`src/rtl/wdt_multi.sv`:
```
// wdt_multi: multi-channel windowed watchdog with keyed kicks, pre-timeout warning and sticky W1C timeout
//   clk, rst_n                          clock, asynchronous active-low reset
//   cfg_we, cfg_ch, cfg_timeout,
//   cfg_window, cfg_warn                per-channel threshold write (cfg_ch >= NCH ignored)
//   en                                  per-channel enable level
//   kick_valid, kick_ch, kick_key       single-ported keyed kick strobe
//   clr                                 per-channel W1C for the sticky timeout
//   wto, wto_any                        registered sticky timeout per channel and their OR
//   warn                                registered pre-timeout warning level
//   kick_err                            registered one-cycle pulse on a rejected kick
module wdt_multi #(
    parameter int NCH = 4,
    parameter int CNT_W = 32,
    parameter int KEY_W = 16,
    parameter logic [KEY_W-1:0] KICK_KEY = 16'hA55A,
    localparam int CW = NCH > 1 ? $clog2(NCH) : 1
) (
    input  logic             clk,
    input  logic             rst_n,
    input  logic             cfg_we,
    input  logic [CW-1:0]    cfg_ch,
    input  logic [CNT_W-1:0] cfg_timeout,
    input  logic [CNT_W-1:0] cfg_window,
    input  logic [CNT_W-1:0] cfg_warn,
    input  logic [NCH-1:0]   en,
    input  logic             kick_valid,
    input  logic [CW-1:0]    kick_ch,
    input  logic [KEY_W-1:0] kick_key,
    input  logic [NCH-1:0]   clr,
    output logic [NCH-1:0]   wto,
    output logic             wto_any,
    output logic [NCH-1:0]   warn,
    output logic [NCH-1:0]   kick_err
);
    typedef enum logic [1:0] {IDLE, RUN, EXPIRED} state_e;

    assign wto_any = |wto;

    for (genvar g = 0; g < NCH; g++) begin : g_ch
        state_e st_q, st_d;
        logic [CNT_W-1:0] cnt_q, cnt_d, to_q, win_q, wth_q;
        logic wto_q, wto_d, warn_q, warn_d, err_q, err_d;
        logic hit, key_ok, early, acc;
        assign hit = kick_valid && kick_ch == CW'(g);
        assign key_ok = kick_key == KICK_KEY;
        // a correctly keyed kick before the window opens is a violation, not a refresh
        assign early = hit && key_ok && win_q != '0 && cnt_q < win_q;
        assign acc = hit && key_ok && !early;
        always_comb begin
            st_d = st_q;
            cnt_d = cnt_q;
            wto_d = wto_q;
            err_d = 1'b0;
            if (st_q == IDLE) begin
                cnt_d = '0;
                st_d = en[g] ? RUN : IDLE;
            end else if (st_q == RUN) begin
                err_d = hit && !key_ok;
                // an accepted kick beats expiry; expiry beats disable
                if (cnt_q >= to_q && !acc) begin
                    st_d = EXPIRED;
                    wto_d = 1'b1;
                end else if (!en[g]) begin
                    st_d = IDLE;
                    cnt_d = '0;
                end else if (early) begin
                    st_d = EXPIRED;
                    wto_d = 1'b1;
                    err_d = 1'b1;
                end else if (acc) begin
                    cnt_d = '0;
                end else begin
                    cnt_d = &cnt_q ? cnt_q : cnt_q + 1'b1;
                end
            end else if (clr[g]) begin
                wto_d = 1'b0;
                cnt_d = '0;
                st_d = en[g] ? RUN : IDLE;
            end
            // registered alongside count so it tracks the new count value
            warn_d = st_d == RUN && wth_q != '0 && cnt_d >= wth_q;
        end
        always_ff @(posedge clk or negedge rst_n) begin
            if (!rst_n) begin
                st_q <= IDLE;
                cnt_q <= '0;
                to_q <= '1;
                win_q <= '0;
                wth_q <= '0;
                wto_q <= 1'b0;
                warn_q <= 1'b0;
                err_q <= 1'b0;
            end else begin
                st_q <= st_d;
                cnt_q <= cnt_d;
                wto_q <= wto_d;
                warn_q <= warn_d;
                err_q <= err_d;
                if (cfg_we && cfg_ch == CW'(g)) begin
                    to_q <= cfg_timeout;
                    win_q <= cfg_window;
                    wth_q <= cfg_warn;
                end
            end
        end
        assign wto[g] = wto_q;
        assign warn[g] = warn_q;
        assign kick_err[g] = err_q;
    end
endmodule

```
`config.mk`:
```
export PLATFORM = sky130hd
export DESIGN_NAME = wdt_multi
export DESIGN_NICKNAME = d
export VERILOG_FILES = /design/src/rtl/wdt_multi.sv
export SDC_FILE = /design/constraint.sdc
export NUM_CORES = 2
export LEC_CHECK = 0
export ABC_CLOCK_PERIOD_IN_PS = 8900
export CAP_MARGIN = 20
export CELL_PAD_IN_SITES_DETAIL_PLACEMENT = 1
export CELL_PAD_IN_SITES_GLOBAL_PLACEMENT = 1
export CORE_MARGIN = 4
export CORE_UTILIZATION = 55
export CTS_BUF_LIST = sky130_fd_sc_hd__clkbuf_4 sky130_fd_sc_hd__clkbuf_8 sky130_fd_sc_hd__clkbuf_16
export CTS_CLUSTER_SIZE = 12
export DETAILED_ROUTE_END_ITERATION = 6
export DONT_BUFFER_PORTS = 1
export GPL_TIMING_DRIVEN = 0
export PLACE_DENSITY_LB_ADDON = 0.1
export REMOVE_ABC_BUFFERS = 1
export SLEW_MARGIN = 25
export SYNTH_ARGS = -nofsm -noshare
export SYNTH_HDL_FRONTEND = slang
export SYNTH_SLANG_ARGS = --single-unit
```
`constraint.sdc`:
```
create_clock -name clk -period 8.9 [get_ports clk]
set_input_delay 0.89 -clock clk [delete_from_list [all_inputs] [get_ports clk]]
set_output_delay 0.89 -clock clk [all_outputs]
set_load 0.01 [all_outputs]
```
; ---- After elaboration in Yosys (flattened, before gate mapping)
; Index checks and enable logic that the tools add are counted.
[word_totals]
reg_bits = 532
inputBits = 128
wordCells = 251
[op_classes]
n_addsub = 4
n_lt_le_gt_ge = 12
eq_ne = 23
mux = 100
bitwise_logic = 4
reduce_logical = 76
[op_table]
columns = op, count
row1 = 32-bit 2-to-1 mux, 32
row2 = 32-bit greater-or-equal comparator, 8
row3 = 32-bit nonzero test, 8
row4 = "32-bit by 1-bit adder with 32-bit output, second input constant", 4
row5 = 32-bit < comparator, 4
row6 = 32-bit AND reduction, 4
row7 = 2-bit 2-to-1 mux, 24
row8 = 1-bit 2-to-1 mux, 44
row9 = 1-bit logical AND, 40
row10 = "3-bit by 2-bit inequality test with 1-bit output, second input constant", 8
row11 = "2-bit by 1-bit equality test with 1-bit output, second input constant", 10
row12 = "16-bit equality test, second input constant", 1
row13 = 4-bit AND reduction, 4
row14 = 2-bit zero test, 6
row15 = 1-bit zero test, 9
row16 = "2-bit equality test, second input constant", 4
row17 = 2-bit nonzero test, 4
row18 = 1-bit NOT, 4
row19 = 4-bit OR reduction, 1

; ---- Depth between registers and ports, before layout
[logic_depth]
word_depth = 15
depth_mapped = 23
ltp_nobuf = 21

; ---- Worst setup path before layout
; Ideal clock, no wire load.
[synth_timing]
path_kind = input -> register
from = input kick_key[5]
to = register g_ch[1].warn_q
setup_ps = 132
arrival_ps = 4419
t_required_ps = 8768
path_slack_ps = 4349
cell_stages = 20
n_path_buf = 1
cell_sequence = nor4b_2 > nand4_1 > or4_1 > a211oi_1 > o311a_2 > nor2_2 > buf_6 > or2_0 > a21oi_2 > o22ai_1 > ha_1 > nand2b_1 > a21o_1 > a21o_1 > a21oi_1 > or3_1 > o2111ai_1 > a31o_2 > o22ai_1 > nor4b_1
[synth_between]
elab_chain_cells = 14
elab_cells_between_ends = 23
classes_between = order compare: 1 / eq/ne: 2 / mux: 11 / reduce/logical: 9
[synth_rtl]
columns = item, line_no
row1 = "start, declared", 28  ; input logic [KEY_W-1:0] kick_key,
row2 = 16-bit equality test *, 45  ; assign key_ok = kick_key == KICK_KEY;
row3 = 1-bit logical AND *, "47, 48"
row4 = 1-bit logical AND (2 in a row), 47  ; assign early = hit && key_ok && win_q != '0 && cnt_q < win_q;
row5 = 1-bit zero test, 48  ; assign acc = hit && key_ok && !early;
row6 = 1-bit logical AND, 48
row7 = 32-bit 2-to-1 mux or 1-bit zero test (tied branches), "70, 60"
row8 = 32-bit 2-to-1 mux or 1-bit logical AND (tied branches), "66, 60"
row9 = 32-bit 2-to-1 mux or 2-bit 2-to-1 mux (tied branches), "63, 60"
row10 = 32-bit 2-to-1 mux or 2-bit 2-to-1 mux (tied branches), "60, 57"
row11 = 32-bit 2-to-1 mux or 2-bit 2-to-1 mux (tied branches), "57, 54"
row12 = 32-bit 2-to-1 mux or 2-bit by 1-bit equality test with 1-bit output (tied branches), "54, 81"
row13 = 32-bit greater-or-equal comparator or 1-bit logical AND (tied branches), 81  ; warn_d = st_d == RUN && wth_q != '0 && cnt_d >= wth_q;
row14 = 1-bit logical AND *, 81
row15 = via g_ch[1].warn_d, 42  ; logic wto_q, wto_d, warn_q, warn_d, err_q, err_d;
row16 = "end signal, assigned", 97  ; warn_q <= warn_d;
row17 = "end, declared", 42
; The timed path passes the listed nets; every way through them passes the cells marked *.
; A chain may end at the register's enable or synchronous reset.

; ---- Worst setup path in the final report
[layout_timing]
from = register g_ch[2].cnt_q[0]
to = register g_ch[2].warn_q
[layout_between]
elab_chain_cells = 12
elab_cells_between_ends = 26
classes_between = add/sub: 1 / order compare: 3 / eq/ne: 1 / mux: 13 / reduce/logical: 8
[layout_rtl]
columns = item, line_no
row1 = "start, declared", 41  ; logic [CNT_W-1:0] cnt_q, cnt_d, to_q, win_q, wth_q;
row2 = "start signal, assigned", 95  ; cnt_q <= cnt_d;
row3 = 32-bit < comparator, 47
row4 = 1-bit logical AND, 47
row5 = 1-bit zero test, 48
row6 = 1-bit logical AND, 48
row7 = 32-bit 2-to-1 mux, 70  ; end else if (acc) begin
row8 = 32-bit 2-to-1 mux, 66  ; end else if (early) begin
row9 = 32-bit 2-to-1 mux, 63  ; end else if (!en[g]) begin
row10 = 32-bit 2-to-1 mux *, 60  ; if (cnt_q >= to_q && !acc) begin
row11 = 32-bit 2-to-1 mux *, 57  ; end else if (st_q == RUN) begin
row12 = 32-bit 2-to-1 mux *, 54  ; if (st_q == IDLE) begin
row13 = via g_ch[2].cnt_d[25], 41
row14 = 32-bit greater-or-equal comparator *, 81
row15 = 1-bit logical AND *, 81
row16 = via g_ch[2].warn_d, 42
row17 = "end signal, assigned", 97
row18 = "end, declared", 42
; Marks and branches as above.

==> flow_summary.yaml <==
setup_path:
  reg2reg_to: "g_ch[2].warn_q$_DFF_PN0_"
  crit_arrival_ns: 7.36
  r2r-start: "g_ch[2].cnt_q[0]$_DFF_PN0_"
  r2r_slack_ns: 2.00
  critical_path.max_fanout: 10
  worstSetupStartpointType: "register"
  r2r_cells: 20
  cp-end-kind: "register"
  critPathCapture: "g_ch[2].warn_q$_DFF_PN0_"
  path_class: "register to register"
  crit_start: "g_ch[2].cnt_q[0]$_DFF_PN0_"
  required_ns: 9.37
route:
  first_iter_violations: 2234
  antenna_left: 0
  dr.pass1.iters: 7
  via_per_inst: 6.633
  num_vias: 28291
  wl_per_cell_um: 28.63
  route.detailed.drc: 1
  wirelength_um: 122100
yosys:
  syn_area_sq_um: 33500
  synth_cell_type_count: 101
  yosys_register_bits: 532
  yosysSeqAreaShare_pct: 40.22
  synthCells: 3430
  ys_warn_count: 0
  ys_async_sr_fraction_pct: 100.0
  synth_edf_count: 0
  postSynthAreaPerCell_sq_um: 9.767
  synth-main-ff-cell: "dfrtp_1"
placement:
  routabilityCongestion: 0.9807
  io_buffers: 0
  hpwl_um: 93310
  dp_cells: 4136
floorplanning:
  fp.dieW_um: 254.8
  num_rows: 90
  start_util_pct: 55.51
  pin_count: 141
  core_area_sq_um: 60360
  dieArea_sq_um: 64930
  die_h_um: 254.8
grt:
  grt_pass1_wl_um: 183400
  grt.overflow.total: 0
  grt_pass1_vias: 30239
  antenna_found_initial: 22
  grt_usage_pct: 37.25
  grt_max_degree: 206
clock_network:
  cts_setup_buffers: 0
  cts_made_buffers: 61
  cts_root_buf: "clkbuf_16"
  cts_tree: "yes"
  cts_buffer_depth: 3
  insertion_delay_ns: 0.64
  clk_pin_slew_ns: 0.06
  h-tree-depth: 2
  cts.sinks: 532
layout:
  area_growth_pct: 9.606
  drive_gt1_share_pct: 18.56
  final_common_cell: "inv_1"
  fin_nets: 3934
  instances_no_fill: 4265
  mostFrequentLayoutCells: "inv_1 (411), dfrtp_1 (404), ha_1 (384), mux2_2 (291), nand2_1 (267)"
timing:
  fin_crit_ns: 6.896
  hold_violations: 0
  max_freq_mhz: 145.0
  setup_viol: 0
  slew_violations: 0
  worst_slew_margin_rel_pct: 26.34
  rsz0062_at_grt: "false"
  finalCritPeriodShare_pct: 77.48
  tightest_slew_ns: 1.093
  skew_ns: 0.01359
  fin_tns_setup_ns: 0
outcome:
  failed_checks: "DRC"
  outcome: "finished with violations"
pwr:
  ir_drop_mv: 0.1567
  cellLeakagePower_nw: 17.46
  powerDensity_nw_per_um2: 189.0
min_path:
  hold_path_class: "primary input to asynchronous set/reset pin"
flow_run:
  cap_violations: 0
==> cells in the mapped netlist (18+ instances only) <==
cell / instances / area, sq um
inv_1: 411 / 1543
o211ai_1: 20 / 150.1
o21ai_0: 237 / 1186
nand3_1: 100 / 500.5
dfrtp_1: 404 / 10110
nand4_1: 89 / 556.8
buf_2: 18 / 90.09
nand2b_1: 31 / 193.9
ha_1: 384 / 4805
and2_1: 21 / 131.4
mux2_2: 291 / 3277
nor4_1: 74 / 462.9
and3_1: 46 / 287.8
a31oi_1: 54 / 337.8
a21oi_1: 196 / 980.9
nor2_1: 116 / 435.4
clkbuf_1: 59 / 221.5
nand2_1: 267 / 1002
nor3_1: 34 / 170.2
nor2b_1: 24 / 150.1
a21o_1: 57 / 427.9
and4_1: 27 / 236.5
o31ai_1: 19 / 142.6
a211oi_1: 34 / 255.2
dfstp_2: 128 / 3363
==> flip-flops by register name (all words and copies together), names as in the netlist <==
name	flops
g_ch.warn_q	4
g_ch.wto_q	4
g_ch.wth_q	128
g_ch.err_q	4
g_ch.cnt_q	128
g_ch.to_q	128
g_ch.st_q	8
g_ch.win_q	128
==> power breakdown <==
part / switching (W) / internal (W) / leakage (nW)
combinational: 0.000625 / 0.000506 / 9.94
sequential: 0.000279 / 0.00283 / 6.45
clock: 0.00110 / 0.00161 / 1.08
==> critical path, stage by stage, from the launching register on <==
cell	delay [ns]
dfrtp_1	0.49
inv_1	0.14
ha_1	0.30
nand2b_1	0.14
a2111oi_0	0.49
o22ai_1	0.23
o21ai_0	0.68
nand3_1	0.47
a31oi_1	0.83
nor2_1	0.42
o21ai_0	0.30
o31ai_1	0.16
ha_1	0.36
a21o_1	0.18
a21o_1	0.18
a21oi_1	0.19
nor2b_1	0.07
o21ai_0	0.24
a21oi_1	0.15
nor3_1	0.47
nor3b_1	0.21
==> through the flow <==
step	hold slack [ns]	instance area, sq um	util [%]	worst slack [ns]	total power, W
2_1_floorplan	0.4731	32990	-	-1.909	0.003821
3_3_place_gp	0.4914	33970	56.28	-6.067	0.004072
3_5_place_dp	0.4980	34420	57.03	2.220	0.004196
4_1_cts	0.08812	36660	60.73	2.133	0.006953
5_1_grt	0.08983	36700	60.80	1.905	0.007250
6_report	0.1147	36720	60.84	2.004	0.006940
==> area by class of cell <==
cell class / count / area (sq um)
well taps: 782 / 978.4
repair buffers: 39 / 496.7
flip-flops and latches: 532 / 13470
clock inverters: 25 / 267.8
fillers: 6647 / 23640
diodes: 8 / 20.02
clock buffers: 91 / 1887
multi-input cells: 2376 / 18050
inverters: 412 / 1546
==> routing by layer <==
layer,vias to the layer above,track usage [%],share of wire [%]
met3,361,5.711,6.7
met5,-,0,0
met4,0,22.03,7.0
met1,14436,46.97,40
li1,12434,-,-
met2,1060,61.09,47
==> worst min-delay path by stage <==
stage                     slack (ns)                           end  cells after the start                   startpoint
after global routing            0.09  g_ch[1].to_q[11]$_DFFE_PN1P_                      0                        rst_n
after floorplan                 0.47     g_ch[0].wto_q$_DFFE_PN0P_                      1    g_ch[0].st_q[1]$_DFF_PN0_
after CTS                       0.09   g_ch[1].to_q[9]$_DFFE_PN1P_                      0                        rst_n
final                           0.11   g_ch[1].to_q[9]$_DFFE_PN1P_                      0                        rst_n
after detailed placement        0.50   g_ch[0].to_q[3]$_DFFE_PN1P_                      2  g_ch[0].to_q[3]$_DFFE_PN1P_
after global placement          0.49   g_ch[0].to_q[3]$_DFFE_PN1P_                      2  g_ch[0].to_q[3]$_DFFE_PN1P_
==> logic make-up after synthesis <==
group / after synthesis / share of synthesized area (%)
and+or+nand+nor: 923 / 14.73
AOI/OAI and AO/OA: 766 / 14.44
DFF: 532 / 40.22
buffers and inverters: 522 / 6.140
adders and majority gates: 384 / 14.34
muxes: 303 / 10.14
==> repair_timing <==
| item | 4_1_cts | 5_1_grt |
|---|---|---|
| endpoints found under the hold margin | 205 | 0 |
| hold buffers | 3 | 0 |
| gates resized for setup | 0 | 0 |
| setup endpoints to repair | 0 | 0 |
(Power assumes the default switching activity.)
